**src/rtl/roic_deser_align_ctrl.sv**
```systemverilog
// rtl/roic_deser_align_ctrl.sv - ROIC deserializer reset / tap-load / per-channel alignment sequencer
//
// Purpose: on start, resets the deserializers for RST_CYC cycles, loads the
// delay tap, then requests alignment from each channel in turn. Each channel
// either acks (ch_done) or times out after TIMEOUT_CYC cycles (ch_fail).
// Optional feature macro: ROIC_ALIGN_RETRY_EN, which retries a timed-out
// channel once with tap+1 (saturating at 31) before flagging ch_fail.
//
// Ports:
//   clk_100mhz  in   clock
//   rst_n_eim   in   asynchronous active-low reset
//   start       in   one-cycle sweep request (ignored while busy)
//   abort       in   level, ends a sweep in progress
//   tap_init    in   [4:0] tap value latched at start
//   align_ack   in   [NUM_CH-1:0] per-channel alignment-complete strobe
//   deser_reset out  deserializer reset
//   dly_tap_ld  out  tap load strobe
//   dly_tap_in  out  [4:0] tap value being loaded
//   align_req   out  [NUM_CH-1:0] one-hot request to the current channel
//   ch_done     out  [NUM_CH-1:0] sticky alignment success
//   ch_fail     out  [NUM_CH-1:0] sticky alignment timeout
//   busy        out  FSM not idle
//   sweep_done  out  one-cycle end-of-sweep pulse
module roic_deser_align_ctrl #(
    parameter int NUM_CH      = 12,
    parameter int RST_CYC     = 16,
    parameter int TIMEOUT_CYC = 4096
) (
    input  logic              clk_100mhz,
    input  logic              rst_n_eim,
    input  logic              start,
    input  logic              abort,
    input  logic [4:0]        tap_init,
    input  logic [NUM_CH-1:0] align_ack,
    output logic              deser_reset,
    output logic              dly_tap_ld,
    output logic [4:0]        dly_tap_in,
    output logic [NUM_CH-1:0] align_req,
    output logic [NUM_CH-1:0] ch_done,
    output logic [NUM_CH-1:0] ch_fail,
    output logic              busy,
    output logic              sweep_done
);

    localparam int CNT_MAX = ((RST_CYC > TIMEOUT_CYC) ? RST_CYC : TIMEOUT_CYC) - 1;
    localparam int CNT_W   = (CNT_MAX > 0) ? $clog2(CNT_MAX + 1) : 1;
    localparam int CH_W    = (NUM_CH > 1) ? $clog2(NUM_CH) : 1;

    localparam logic [CNT_W-1:0] RST_LAST = CNT_W'(RST_CYC - 1);
    localparam logic [CNT_W-1:0] TO_LAST  = CNT_W'(TIMEOUT_CYC - 1);
    localparam logic [CH_W-1:0]  CH_LAST  = CH_W'(NUM_CH - 1);

    typedef enum logic [2:0] {
        IDLE, RESET, TAP_LOAD, ALIGN, NEXT, FINISH
    } state_t;

    state_t            state_q, state_d;
    logic [CH_W-1:0]   ch_q, ch_d;
    logic [CNT_W-1:0]  cnt_q, cnt_d;
    logic [4:0]        tap_q, tap_d;
    logic              deser_reset_q, deser_reset_d;
    logic              dly_tap_ld_q, dly_tap_ld_d;
    logic [4:0]        dly_tap_in_q, dly_tap_in_d;
    logic [NUM_CH-1:0] align_req_q, align_req_d;
    logic [NUM_CH-1:0] ch_done_q, ch_done_d;
    logic [NUM_CH-1:0] ch_fail_q, ch_fail_d;
    logic              busy_q, busy_d;
    logic              sweep_done_q, sweep_done_d;

    logic [NUM_CH-1:0] ch_sel;
    logic [CH_W-1:0]   ch_nxt;
    logic              ack_sel;

`ifdef ROIC_ALIGN_RETRY_EN
    logic              retry_q, retry_d;
    logic [4:0]        tap_inc;
    assign tap_inc = (tap_q == 5'd31) ? 5'd31 : tap_q + 5'd1;
`endif

    // Mask-based selection keeps the per-channel logic free of variable indexing.
    assign ch_sel  = NUM_CH'(1) << ch_q;
    assign ch_nxt  = ch_q + CH_W'(1);
    assign ack_sel = |(align_ack & ch_sel);

    always_comb begin
        state_d       = state_q;
        ch_d          = ch_q;
        cnt_d         = cnt_q;
        tap_d         = tap_q;
        ch_done_d     = ch_done_q;
        ch_fail_d     = ch_fail_q;
        deser_reset_d = 1'b0;
        dly_tap_ld_d  = 1'b0;
        dly_tap_in_d  = 5'd0;
        align_req_d   = '0;
        sweep_done_d  = 1'b0;
`ifdef ROIC_ALIGN_RETRY_EN
        retry_d       = retry_q;
`endif
        case (state_q)
            IDLE: begin
                if (start && !abort) begin
                    ch_done_d     = '0;
                    ch_fail_d     = '0;
                    tap_d         = tap_init;
                    ch_d          = '0;
                    cnt_d         = '0;
                    deser_reset_d = 1'b1;
                    state_d       = RESET;
`ifdef ROIC_ALIGN_RETRY_EN
                    retry_d       = 1'b0;
`endif
                end
            end
            RESET: begin
                if (cnt_q == RST_LAST) begin
                    cnt_d        = '0;
                    dly_tap_ld_d = 1'b1;
                    dly_tap_in_d = tap_q;
                    state_d      = TAP_LOAD;
                end else begin
                    cnt_d         = cnt_q + 1'b1;
                    deser_reset_d = 1'b1;
                end
            end
            TAP_LOAD: begin
                cnt_d       = '0;
                align_req_d = ch_sel;
                state_d     = ALIGN;
            end
            ALIGN: begin
                // Ack is checked first so a coincident ack wins over timeout.
                if (ack_sel) begin
                    ch_done_d = ch_done_q | ch_sel;
                    state_d   = NEXT;
                end else if (cnt_q == TO_LAST) begin
`ifdef ROIC_ALIGN_RETRY_EN
                    if (!retry_q) begin
                        retry_d      = 1'b1;
                        tap_d        = tap_inc;
                        dly_tap_ld_d = 1'b1;
                        dly_tap_in_d = tap_inc;
                        state_d      = TAP_LOAD;
                    end else begin
                        ch_fail_d = ch_fail_q | ch_sel;
                        state_d   = NEXT;
                    end
`else
                    ch_fail_d = ch_fail_q | ch_sel;
                    state_d   = NEXT;
`endif
                end else begin
                    cnt_d       = cnt_q + 1'b1;
                    align_req_d = align_req_q;
                end
            end
            NEXT: begin
`ifdef ROIC_ALIGN_RETRY_EN
                retry_d = 1'b0;
`endif
                if (ch_q == CH_LAST) begin
                    sweep_done_d = 1'b1;
                    state_d      = FINISH;
                end else begin
                    ch_d        = ch_nxt;
                    cnt_d       = '0;
                    align_req_d = NUM_CH'(1) << ch_nxt;
                    state_d     = ALIGN;
                end
            end
            FINISH: begin
                state_d = IDLE;
            end
            default: begin
                state_d = IDLE;
            end
        endcase

        // Abort drops every strobe but leaves the status words as they stand.
        if (abort && (state_q != IDLE)) begin
            state_d       = IDLE;
            ch_done_d     = ch_done_q;
            ch_fail_d     = ch_fail_q;
            deser_reset_d = 1'b0;
            dly_tap_ld_d  = 1'b0;
            dly_tap_in_d  = 5'd0;
            align_req_d   = '0;
            sweep_done_d  = 1'b0;
        end

        busy_d = (state_d != IDLE);
    end

    always_ff @(posedge clk_100mhz or negedge rst_n_eim) begin
        if (!rst_n_eim) begin
            state_q       <= IDLE;
            ch_q          <= '0;
            cnt_q         <= '0;
            tap_q         <= 5'd0;
            deser_reset_q <= 1'b0;
            dly_tap_ld_q  <= 1'b0;
            dly_tap_in_q  <= 5'd0;
            align_req_q   <= '0;
            ch_done_q     <= '0;
            ch_fail_q     <= '0;
            busy_q        <= 1'b0;
            sweep_done_q  <= 1'b0;
`ifdef ROIC_ALIGN_RETRY_EN
            retry_q       <= 1'b0;
`endif
        end else begin
            state_q       <= state_d;
            ch_q          <= ch_d;
            cnt_q         <= cnt_d;
            tap_q         <= tap_d;
            deser_reset_q <= deser_reset_d;
            dly_tap_ld_q  <= dly_tap_ld_d;
            dly_tap_in_q  <= dly_tap_in_d;
            align_req_q   <= align_req_d;
            ch_done_q     <= ch_done_d;
            ch_fail_q     <= ch_fail_d;
            busy_q        <= busy_d;
            sweep_done_q  <= sweep_done_d;
`ifdef ROIC_ALIGN_RETRY_EN
            retry_q       <= retry_d;
`endif
        end
    end

    assign deser_reset = deser_reset_q;
    assign dly_tap_ld  = dly_tap_ld_q;
    assign dly_tap_in  = dly_tap_in_q;
    assign align_req   = align_req_q;
    assign ch_done     = ch_done_q;
    assign ch_fail     = ch_fail_q;
    assign busy        = busy_q;
    assign sweep_done  = sweep_done_q;

endmodule

```
**config.mk**
```make
export PLATFORM = sky130hd
export DESIGN_NAME = roic_deser_align_ctrl
export DESIGN_NICKNAME = d
export VERILOG_FILES = /design/src/rtl/roic_deser_align_ctrl.sv
export SDC_FILE = /design/constraint.sdc
export NUM_CORES = 1
export LEC_CHECK = 0
export ABC_AREA = 1
export CAP_MARGIN = 20
export CORE_MARGIN = 2
export CORE_UTILIZATION = 48
export CTS_CLUSTER_SIZE = 28
export DETAILED_ROUTE_END_ITERATION = 6
export PLACE_DENSITY = 0.79
export SETUP_SLACK_MARGIN = 0.15
export SLEW_MARGIN = 20
export SYNTH_ARGS = -nofsm -noshare
export SYNTH_HDL_FRONTEND = slang
export SYNTH_SLANG_ARGS = --single-unit
```
**constraint.sdc**
```tcl
create_clock -name clk_100mhz -period 1.7 [get_ports clk_100mhz]
set_input_delay 0.34 -clock clk_100mhz [delete_from_list [all_inputs] [get_ports clk_100mhz]]
set_output_delay 0.34 -clock clk_100mhz [all_outputs]
set_load 0.01 [all_outputs]
```
==> impl_metrics.sql <==
INSERT INTO impl_metrics (metric_group, metric, value, unit) VALUES
('outcome', 'outcome', 'complete, but fails checks', ''),
('outcome', 'failing_checks', 'negative setup slack', ''),
('global_routing', 'vias_in_the_first_global_route', '3796', ''),
('synth', 'synth.area.top_cells', 'dfrtp_1 45%, nand2_1 12%, o21ai_0 5.8%, o21ai_2 5.7%, nand3_1 4.7%', ''),
('routing', 'num_vias', '3935', ''),
('worst_setup_path', 'worstPathArrival', '2.18', 'ns'),
('synth', 'synthesis.area', '0.00383', 'mm2'),
('synth', 'ys_warn_count', '0', ''),
('sta', 'achievable-frequency', '521', 'MHz'),
('clock_tree', 'clk_root_buffer_cell', 'clkbuf_8', ''),
('synth', 'synth_seq_cells', '69', ''),
('sta', 'period_share', '1.13', ''),
('routing', 'drt_first_iter_violations', '217', ''),
('sta', 'slew_headroom', '0.698', ''),
('synth', 'synth.distinct_cells', '33', ''),
('global_routing', 'maximum_number_of_pins_on_one_net_before_global_route_repair', '70', ''),
('worst_setup_path', 'crit_slowest_cell', 'dfrtp_1', ''),
('clock_tree', 'worstSkewPairLatency', '0.34', 'ns'),
('final_layout', 'area_growth_syn_to_layout', '49.5', '%'),
('routing', 'route.met2.wl', '5720', 'um'),
('final_layout', 'layout.filler_cells', '554', ''),
('synth', 'post-synth-top-area-fraction', '0.451', ''),
('routing', 'top_signal_layer_used', 'met4', ''),
('final_layout', 'fin_nets', '646', ''),
('final_layout', 'post_route_cells_drive_above_1_share', '0.354', ''),
('die', 'placeableCoreArea', '0.00773', 'mm2'),
('routing', 'drcViolationCount', '0', ''),
('worst_setup_path', 'worst-path-max-fanout', '24', ''),
('worst_setup_path', 'required', '1.96', 'ns'),
('routing', 'vias_per_cell', '5.44', ''),
('sta', 'setup_tns', '-9.09', 'ns'),
('min_path', 'timing.hold.worst.class', 'primary input to asynchronous set/reset pin', ''),
('worst_setup_path', 'crit_path_cell_trace', 'ha_4, ha_4, inv_2, nor2_2, nand2_1, nand2_2, nor2_4, nand3_4, o21bai_4, buf_12, nand2_1, o21ai_1', ''),
('die', 'die_h', '93.3', 'um'),
('synth', 'post-synth-top-area-cell', 'dfrtp_1', ''),
('clock_tree', 'num_cts_buffers', '9', ''),
('die', 'ports_placed_on_the_boundary', '66', ''),
('worst_setup_path', 'critPathKind', 'flip-flop to flip-flop', ''),
('synth', 'postSynth.topFlopCell', 'dfrtp_1', ''),
('clock_tree', 'hold_fix_buffer_count_after_cts', '0', ''),
('sta', 'worst-slew-pin-transition', '0.450', 'ns'),
('sta', 'grt_setup_unrepaired', 'yes', ''),
('die', 'row_count', '32', ''),
('die', 'start_util', '0.495', ''),
('sta', 'timing.final.max_slew_violations', '0', ''),
('die', 'die_width', '93.3', 'um'),
('global_routing', 'antenna_found_initial', '0', ''),
('clock_tree', 'clkSinkCount', '69', ''),
('place', 'place.port_buffers', '65', ''),
('worst_setup_path', 'critPathLaunchType', 'flip-flop', ''),
('power', 'cellLeakagePower', '2.94', 'nW'),
('worst_setup_path', 'worstSetupEndpointType', 'flip-flop', ''),
('place', 'place.gp.congestion', '0.911', ''),
('sta', 'setup_viol', '54', ''),
('routing', 'met1_length', '4770', 'um'),
('sta', 'fin_hold_ws', '0.0209', 'ns'),
('die', 'floorplan.die_area', '0.00870', 'mm2'),
('routing', 'antenna_left', '0', ''),
('routing', 'routed_wire_length_per_instance', '15.7', 'um'),
('clock_tree', 'cts_tree', 'built', ''),
('global_routing', 'grt_remaining_overflow', '0', ''),
('routing', 'dr.pass1.iters', '5', ''),
('worst_setup_path', 'worst_path_largest_cell_delay', '0.44', 'ns'),
('clock_tree', 'cts.clk_slew.worst_paths', '0.08', 'ns'),
('clock_tree', 'htreeDepth', '3', ''),
('sta', 'timing.clock.skew', '0.00922', 'ns'),
('sta', 'worst_slack', '-0.218', 'ns'),
('clock_tree', 'cts_max_path_buffers', '2', ''),
('final_layout', 'antenna-diode-count', '0', ''),
('final_layout', 'final_design_area_no_fill', '0.00572', 'mm2'),
('synth', 'postSynth.asyncResetShare', '1.00', '');
-- layout by cell type (no fill, tap or decap), types with 2 or more instances in the layout --
cell / count
o21ai_0: 30
nor2_1: 33
nor3_1: 7
inv_4: 3
dfrtp_2: 3
a21oi_1: 15
dfrtp_1: 66
nand2_1: 92
buf_12: 3
nand3_1: 23
nor2_4: 7
nor3_4: 2
dlymetal6s2s_1: 7
nand3_2: 10
dlygate4sd2_1: 38
ha_1: 3
nand2_4: 12
ha_4: 3
nand2_8: 4
nand2_2: 29
clkbuf_8: 9
inv_1: 36
nor2_2: 8
buf_6: 4
xnor2_1: 2
o21ai_2: 28
buf_4: 64
inv_2: 10
xor2_1: 5
ha_2: 2
clkdlybuf4s50_1: 19
nand4_1: 9
clkinv_2: 4
nand3_4: 4
o22ai_2: 2
o21ai_1: 11
-- kinds of logic after synthesis --
kind of cell	Yosys count	synth area share
and+or+nand+nor	238	0.277
AOI/OAI and AO/OA	91	0.150
DFF	69	0.451
buffers and inverters	66	0.0795
adders and majority gates	8	0.0262
xor gates and xnor gates	7	0.0160
-- through the flow --
step | std cells | util
3_5_place_dp | 689 | 0.656
6_report | 724 | 0.740
4_1_cts | 711 | 0.698
2_1_floorplan | 479 | -
3_3_place_gp | 689 | 0.656
5_1_grt | 724 | 0.740
-- flip-flops by register name, summed over array words and instances, names as in the netlist --
signal and cells:
align_req 12, busy 1, ch_done 12, ch_fail 12, ch_q 4, cnt_q 12, deser_reset 1, dly_tap_in 5
dly_tap_ld 1, state_q 3, sweep_done 1, tap_q 5
-- power by group --
group	internal, mW	switching (mW)	total [mW]	leakage [nW]
Combinational	0.550	1.02	1.57	1.91
Clock	0.669	0.638	1.31	0.0987
Sequential	1.75	0.0406	1.79	0.937
-- metal layers --
layer | up-vias | track usage
met2 | 182 | 0.436
met3 | 23 | 0.0548
met4 | 0 | 0.0858
li1 | 1838 | -
met1 | 1892 | 0.332
met5 | - | 0
-- worst max-delay path: cells and delay by family, from the launching register on --
family / cells / cell delay [ns]
flops: 1 / 0.44
buf+inv: 2 / 0.25
fa+ha+maj: 2 / 0.37
compound gates: 2 / 0.24
simple gates: 6 / 0.53
-- area by class of cell --
type	count	area, um2	share of cell area
clock buffer	9	124	0.0217
clock inverter	7	66.3	0.0116
inverter	51	211	0.0370
multi-input combinational	349	2230	0.391
sequential	69	1730	0.303
tap	102	128	0.0223
timing repair buffer	137	1230	0.214
-- path summary, 6_finish.rpt --
kind,from,endpoint,slack [ns],cells past startpoint
setup / recovery,ch_q[0],ch_done[0],-0.22,12
hold / removal,rst_n_eim,cnt_q[11],0.02,2
setup reg to reg,ch_q[0],ch_done[0],-0.22,12
hold reg to reg,tap_q[1],dly_tap_in[1],0.49,2
max in group asynchronous,rst_n_eim,ch_q[3],1.37,2
min in group clk_100mhz,tap_q[1],dly_tap_in[1],0.49,2
-- what timing repair did --
item	CTS	global route
endpoints found under the hold margin	0	0
pin swaps	6	15
setup endpoints to repair	99	74
cloned	4	2
buffers inserted	2	11
resized for setup	74	66
(Power assumes the default switching activity.)
